File: config.mk
export PLATFORM = sky130hd
export DESIGN_NAME = mem_wb_stage
export DESIGN_NICKNAME = d
export VERILOG_FILES = /design/src/rtl/mem_wb_stage_pkg.sv /design/src/rtl/mem_wb_stage_load_align.sv /design/src/rtl/mem_wb_stage.sv
export SDC_FILE = /design/constraint.sdc
export NUM_CORES = 1
export LEC_CHECK = 0
export ABC_AREA = 1
export CORE_ASPECT_RATIO = 1.5
export CORE_UTILIZATION = 45
export DETAILED_ROUTE_END_ITERATION = 8
export PLACE_DENSITY = 0.82
export SYNTH_ARGS = -nofsm -noshare
export SYNTH_HDL_FRONTEND = slang
export SYNTH_SLANG_ARGS = --single-unit
File: constraint.sdc
create_clock -name clk -period 1.53 [get_ports clk]
set_input_delay 0.459 -clock clk [delete_from_list [all_inputs] [get_ports clk]]
set_output_delay 0.459 -clock clk [all_outputs]
set_load 0.05 [all_outputs]
File: src/rtl/mem_wb_stage_pkg.sv
// Shared definitions for the mem->wb pipeline register and its load aligner.
// Latency: n/a (types, constants and helpers only).
// Backpressure: n/a.
package mem_wb_stage_pkg;

    // Register file geometry
    localparam int RegAddrBus = 5;
    localparam int RegDataBus = 32;

    localparam logic [RegDataBus-1:0] ZeroWord = '0;

    // Load-type encodings carried down the pipe with each memory instruction
    localparam logic [2:0] LT_NONE = 3'd0;
    localparam logic [2:0] LT_LB   = 3'd1;
    localparam logic [2:0] LT_LBU  = 3'd2;
    localparam logic [2:0] LT_LH   = 3'd3;
    localparam logic [2:0] LT_LHU  = 3'd4;
    localparam logic [2:0] LT_LW   = 3'd5;
    localparam logic [2:0] LT_LWL  = 3'd6;
    localparam logic [2:0] LT_LWR  = 3'd7;

    // Bit positions inside the global 6-bit stall vector
    localparam int STALL_MEM = 4;
    localparam int STALL_WB  = 5;

    // True when the load aligner's result (not the ALU result) is written back.
    function automatic logic lt_is_load(input logic [2:0] lt);
        case (lt)
            LT_LB, LT_LBU, LT_LH, LT_LHU, LT_LW, LT_LWL, LT_LWR: return 1'b1;
            default:                                            return 1'b0;
        endcase
    endfunction

endpackage

File: src/rtl/mem_wb_stage_load_align.sv
// Load-data extraction: lane select, sign/zero extension, LWL/LWR merge, misalign detect.
// Latency: purely combinational.
// Backpressure: none; the enclosing stage decides when the result is captured.
//
// Ports:
//   ltype      load type (LT_*)
//   addr_lo    effective address bits [1:0]; selects the big-endian byte lane
//   rdata      word read from data RAM, lane 0 = [31:24]
//   rt_old     current rt value, supplies the bytes LWL/LWR do not overwrite
//   result     extracted/merged load value (ZeroWord for non-loads)
//   misaligned halfword on an odd address or word on a non-zero offset
module load_align
    import mem_wb_stage_pkg::*;
(
    input  logic [2:0]            ltype,
    input  logic [1:0]            addr_lo,
    input  logic [RegDataBus-1:0] rdata,
    input  logic [RegDataBus-1:0] rt_old,
    output logic [RegDataBus-1:0] result,
    output logic                  misaligned
);

    logic [7:0]  sel_byte;
    logic [15:0] sel_half;
    logic [31:0] lwl_word;
    logic [31:0] lwr_word;

    // Big-endian lane pick: lane 0 is the most significant byte.
    always_comb begin
        sel_byte = rdata[31:24];
        case (addr_lo)
            2'd0: sel_byte = rdata[31:24];
            2'd1: sel_byte = rdata[23:16];
            2'd2: sel_byte = rdata[15:8];
            2'd3: sel_byte = rdata[7:0];
            default: sel_byte = rdata[31:24];
        endcase
        // Only addr_lo[1] picks the half; addr_lo[0] is the misalign flag.
        sel_half = addr_lo[1] ? rdata[15:0] : rdata[31:16];
    end

    // Unaligned word merges: LWL fills the high end of rt, LWR the low end.
    always_comb begin
        lwl_word = rdata;
        lwr_word = rdata;
        case (addr_lo)
            2'd0: begin
                lwl_word = rdata;
                lwr_word = {rt_old[31:8], rdata[31:24]};
            end
            2'd1: begin
                lwl_word = {rdata[23:0], rt_old[7:0]};
                lwr_word = {rt_old[31:16], rdata[31:16]};
            end
            2'd2: begin
                lwl_word = {rdata[15:0], rt_old[15:0]};
                lwr_word = {rt_old[31:24], rdata[31:8]};
            end
            2'd3: begin
                lwl_word = {rdata[7:0], rt_old[23:0]};
                lwr_word = rdata;
            end
            default: begin
                lwl_word = rdata;
                lwr_word = rdata;
            end
        endcase
    end

    always_comb begin
        result     = ZeroWord;
        misaligned = 1'b0;
        case (ltype)
            LT_LB:  result = {{24{sel_byte[7]}}, sel_byte};
            LT_LBU: result = {24'h0, sel_byte};
            LT_LH: begin
                result     = {{16{sel_half[15]}}, sel_half};
                misaligned = addr_lo[0];
            end
            LT_LHU: begin
                result     = {16'h0, sel_half};
                misaligned = addr_lo[0];
            end
            LT_LW: begin
                result     = rdata;
                misaligned = |addr_lo;
            end
            LT_LWL: result = lwl_word;
            LT_LWR: result = lwr_word;
            default: begin
                result     = ZeroWord;
                misaligned = 1'b0;
            end
        endcase
    end

endmodule

File: src/rtl/mem_wb_stage.sv
// Mem->wb pipeline register producing the regfile write triple (we/waddr/wdata).
// Latency: one clk from mem-stage inputs to wb_* outputs.
// Backpressure: global stall vector; mem stalled alone inserts a bubble, wb stalled holds.
//
// Ports:
//   clk, rst       clock and asynchronous active-high reset
//   stall[5:0]     global stall vector (bit STALL_MEM, bit STALL_WB used here)
//   flush          kills the entry being captured (exception/eret)
//   mem_*          instruction leaving the memory stage
//   wb_wreg/wd/wdata  registered regfile write port
//   wb_align_err   one-cycle pulse when a misaligned load was squashed
//   wb_valid       stage holds a real (non-bubble) instruction
module mem_wb_stage
    import mem_wb_stage_pkg::*;
#(
    parameter int DATA_W = RegDataBus,
    parameter int ADDR_W = RegAddrBus
) (
    input  logic              clk,
    input  logic              rst,
    input  logic [5:0]        stall,
    input  logic              flush,
    input  logic              mem_wreg,
    input  logic [ADDR_W-1:0] mem_wd,
    input  logic [DATA_W-1:0] mem_wdata,
    input  logic [2:0]        mem_ltype,
    input  logic [1:0]        mem_addr_lo,
    input  logic [DATA_W-1:0] mem_rdata,
    input  logic [DATA_W-1:0] mem_rt_old,
    output logic              wb_wreg,
    output logic [ADDR_W-1:0] wb_wd,
    output logic [DATA_W-1:0] wb_wdata,
    output logic              wb_align_err,
    output logic              wb_valid
);

    logic [DATA_W-1:0] load_result;
    logic              load_misaligned;
    logic [DATA_W-1:0] next_wdata;
    logic              mem_stalled;
    logic              wb_stalled;

    // The lower stall bits belong to earlier stages.
    logic unused_stall;
    assign unused_stall = ^stall[3:0];

    assign mem_stalled = stall[STALL_MEM];
    assign wb_stalled  = stall[STALL_WB];

    load_align u_load_align (
        .ltype      (mem_ltype),
        .addr_lo    (mem_addr_lo),
        .rdata      (mem_rdata),
        .rt_old     (mem_rt_old),
        .result     (load_result),
        .misaligned (load_misaligned)
    );

    assign next_wdata = lt_is_load(mem_ltype) ? load_result : mem_wdata;

    always_ff @(posedge clk or posedge rst) begin
        if (rst) begin
            wb_wreg      <= 1'b0;
            wb_wd        <= '0;
            wb_wdata     <= '0;
            wb_align_err <= 1'b0;
            wb_valid     <= 1'b0;
        end else if (flush || (mem_stalled && !wb_stalled)) begin
            // Flush always wins, even over a wb stall; a stalled mem stage
            // with a free wb stage sends a bubble down.
            wb_wreg      <= 1'b0;
            wb_wd        <= '0;
            wb_wdata     <= '0;
            wb_align_err <= 1'b0;
            wb_valid     <= 1'b0;
        end else if (!mem_stalled) begin
            wb_valid <= 1'b1;
            wb_wd    <= mem_wd;
            if (load_misaligned) begin
                // Keep the destination for the exception path, drop the write.
                wb_wreg      <= 1'b0;
                wb_wdata     <= '0;
                wb_align_err <= 1'b1;
            end else begin
                wb_wreg      <= mem_wreg;
                wb_wdata     <= next_wdata;
                wb_align_err <= 1'b0;
            end
        end else begin
            // wb stalled: hold the write triple; the alignment error must
            // not be reported twice for the same instruction.
            wb_align_err <= 1'b0;
        end
    end

endmodule

==> summary.md <==
| Metric | Value |
|---|---|
| Io pins | `156` |
| Pre-antenna DRT Iters | `8` |
| Flop-to-flop setup slack | `0.73 ns` |
| Hold Buf Count CTS | `0` |
| H-tree depth | `2` |
| Syn Area/Cell | `5.41 um2` |
| Cell Pwr Density | `588 nW/um2` |
| Antenna-violating nets left | `0` |
| Startpoint Class | `input port` |
| Switching Share | `35.3%` |
| First-pass GRT wire length | `30.4 mm` |
| Final setup fails | `0` |
| Post-layout minimum cycle time | `1.53 ns` |
| Period utilization | `99.7%` |
| Leakage | `3.85 nW` |
| Crit path required time | `1.71 ns` |
| Worst-path fanout max | `5` |
| Initial antenna violation count | `0` |
| Yosys reg bits | `40` |
| Vias post-DR | `6207` |
| Ratio of cells with drive above 1 in the final layout | `21.9%` |
| Run status | `finished clean` |
| Area grow syn2layout | `79.7%` |
| Sw power | `1.51 mW` |
| Placed inst area | `6570 um2` |
| Synth Net Count | `866` |
| Worst hold path type | `register to register` |
| CP endpoint kind | `register` |
| Compound-gate portion of the synthesized area | `12.5%` |
| Most common cell after layout, fill and taps aside | `nand2_1` |
| Flop pwr share | `27.5%` |
| Antenna diode count | `0` |
| DP Cell Count | `1052` |
| Post-synthesis cell type count | `25` |
| Clock Skews | `0 ns` |
| Final hold violation count | `0` |
| Die Y | `118 um` |
| Overall Power | `4.29 mW` |
| Fin Hold WS | `0.542 ns` |
| Clock sinks | `40` |
| Largest family of logic cells by synthesized area | `simple AND/OR/NAND/NOR gates` |
| Critical path class | `input port to register` |
| Core area | `8780 um2` |
| Grt ovf | `0` |
| WL final | `19.5 mm` |
| Clk slew on worst S/H paths | `0.06 ns` |
| Mux cell area share after synthesis | `0%` |
| Root buf cell | `clkbuf_16` |
| Port Buffer Count | `151` |
| Routed len/inst | `18.0 um` |
| Clk Latency, worst-skew pair | `0.29 ns` |
| Non-filler instance count after layout | `1085` |
| Post-Synth XOR/XNOR Area | `0%` |
| Adder-cell area share of the yosys netlist | `0%` |
| Post-Syn Area | `4060 um2` |
| Gpl congestion | `1.11` |
| P_int | `2.77 mW` |
| FMAX | `656 MHz` |
| Die W | `79.5 um` |
| CTS tree | `yes` |
| Clk buf depth | `2` |
| Cell area after layout | `7290 um2` |
| Most frequent cells in the layout | `nand2_1 (283), nor2_1 (127), clkdlybuf4s50_1 (84)` |
| Slew Viols, Final | `0` |
| # rows | `42` |
| Die Area | `9410 um2` |
| YS warnings | `0` |
| Initial Util | `46.2%` |
| Largest net degree at the start of global routing | `41` |
| DP HPWL | `13.8 mm` |
| Clock power frac | `28.1%` |
| Least-Margin Pin Slew | `0.358 ns` |
| Drt drc | `0` |
| Post-synthesis sequential area ratio | `24.7%` |
| Logic pwr share | `44.4%` |
| Initial DRC count | `734` |
| Gr usage total | `42.1%` |
| Slew headroom | `76.1%` |
| Number of global-route vias before repair | `6310` |
| Synth Instances | `750` |
| Nets | `1090` |
| WP data arrival | `1.70 ns` |
| Simple-gate share of the synthesized area | `52.2%` |
| Max-Cap Viols | `0` |
| Avg Vias per Cell | `5.72` |
| CTS Buf Count | `5` |
| Worst VDD drop | `0.614 mV` |
[path summary, 6_finish.rpt]
| kind | cells after the start | start | to |
|---|---|---|---|
| max | 12 | mem_addr_lo[0] | wb_wdata[1] |
| min | 2 | wb_wdata[15] | wb_wdata[15] |
| max reg2reg | 1 | wb_wd[0] | wb_wd[0] |
| min reg2reg | 2 | wb_wdata[15] | wb_wdata[15] |
| max in group asynchronous | 3 | rst | wb_wdata[22] |
| min in group asynchronous | 3 | rst | wb_wd[0] |
[per-stage QoR]
stage	TNS [ns]	utilization, %	worst slack [ns]
detailed placement	-22.92	74.8	-0.679
global placement	-21.31	74.8	-0.664
global route	-0.188	83.1	-0.0871
CTS	0	81.5	0.00837
floorplan	0	-	0.0111
finish	0	83.1	0.00491
[logic make-up (layout without fill, tap and decap cells)]
logic type,Yosys count,count (layout)
DFF,40,40
buffers and inverters,98,323
AOI/OAI and AO/OA,93,93
and+or+nand+nor,519,519
[timing repair]
action                                  in CTS  in global routing
buffers inserted                            17                  5
endpoints found under the setup margin      38                 32
cloned                                       6                  0
resized for setup                           81                 60
pin swaps                                   16                 18
[routing by layer]
layer | vias to the layer above | GRT usage, % | part of all wire [%]
met4 | 0 | 31.9 | 7.9
met1 | 2802 | 44.4 | 33
met5 | - | 0 | 0
li1 | 2819 | - | -
met3 | 144 | 7.95 | 8.5
met2 | 442 | 71.6 | 51
[flip-flops by register name, indices dropped and copies added (netlist names)]
name,flops
wb_align_err,1
wb_wdata,32
wb_wreg,1
wb_valid,1
wb_wd,5
[power groups by stage]
| stage | combinational [mW] | sequential [mW] | clock [mW] |
|---|---|---|---|
| detailed placement | 1.69 | 1.20 | 0 |
| finish | 1.90 | 1.18 | 1.20 |
| global placement | 1.67 | 1.19 | 0 |
| global route | 2.02 | 1.18 | 1.25 |
| floorplan | 0.599 | 1.35 | 0 |
| CTS | 1.82 | 1.18 | 1.20 |
[Yosys cell counts, drive strengths merged]
master  count  area share (%)
a21oi      14             1.7
o21ai      67             8.4
nand2     293              27
o211ai      5            0.93
buf        35             4.8
nand3      68             8.8
inv        56             5.2
nor2      140              13
dfrtp      40              25
nand4      15             2.3
and2        3            0.46
o21bai      1            0.19
a22o        5             1.1
a21boi      1            0.19
clkbuf      7            0.68
[area by class of cell]
type	instances	area (um2)
clock buffer	6	129
clock inverter	2	35.0
fill	580	1490
inverter	56	225
multi-input combinational	612	2780
sequential	40	1000
tap	110	138
timing repair buffer	259	2980
[worst max-delay path: stages]
cell and delay (ns):
buf_6 0.10, buf_6 0.11, nor2_4 0.21, inv_4 0.09, buf_6 0.13, buf_6 0.12, nor2_1 0.14, nor2_1 0.07
nor2_1 0.10, nand2_1 0.07, nand2_1 0.06, nand2_1 0.05
(Power assumes the default switching activity.)
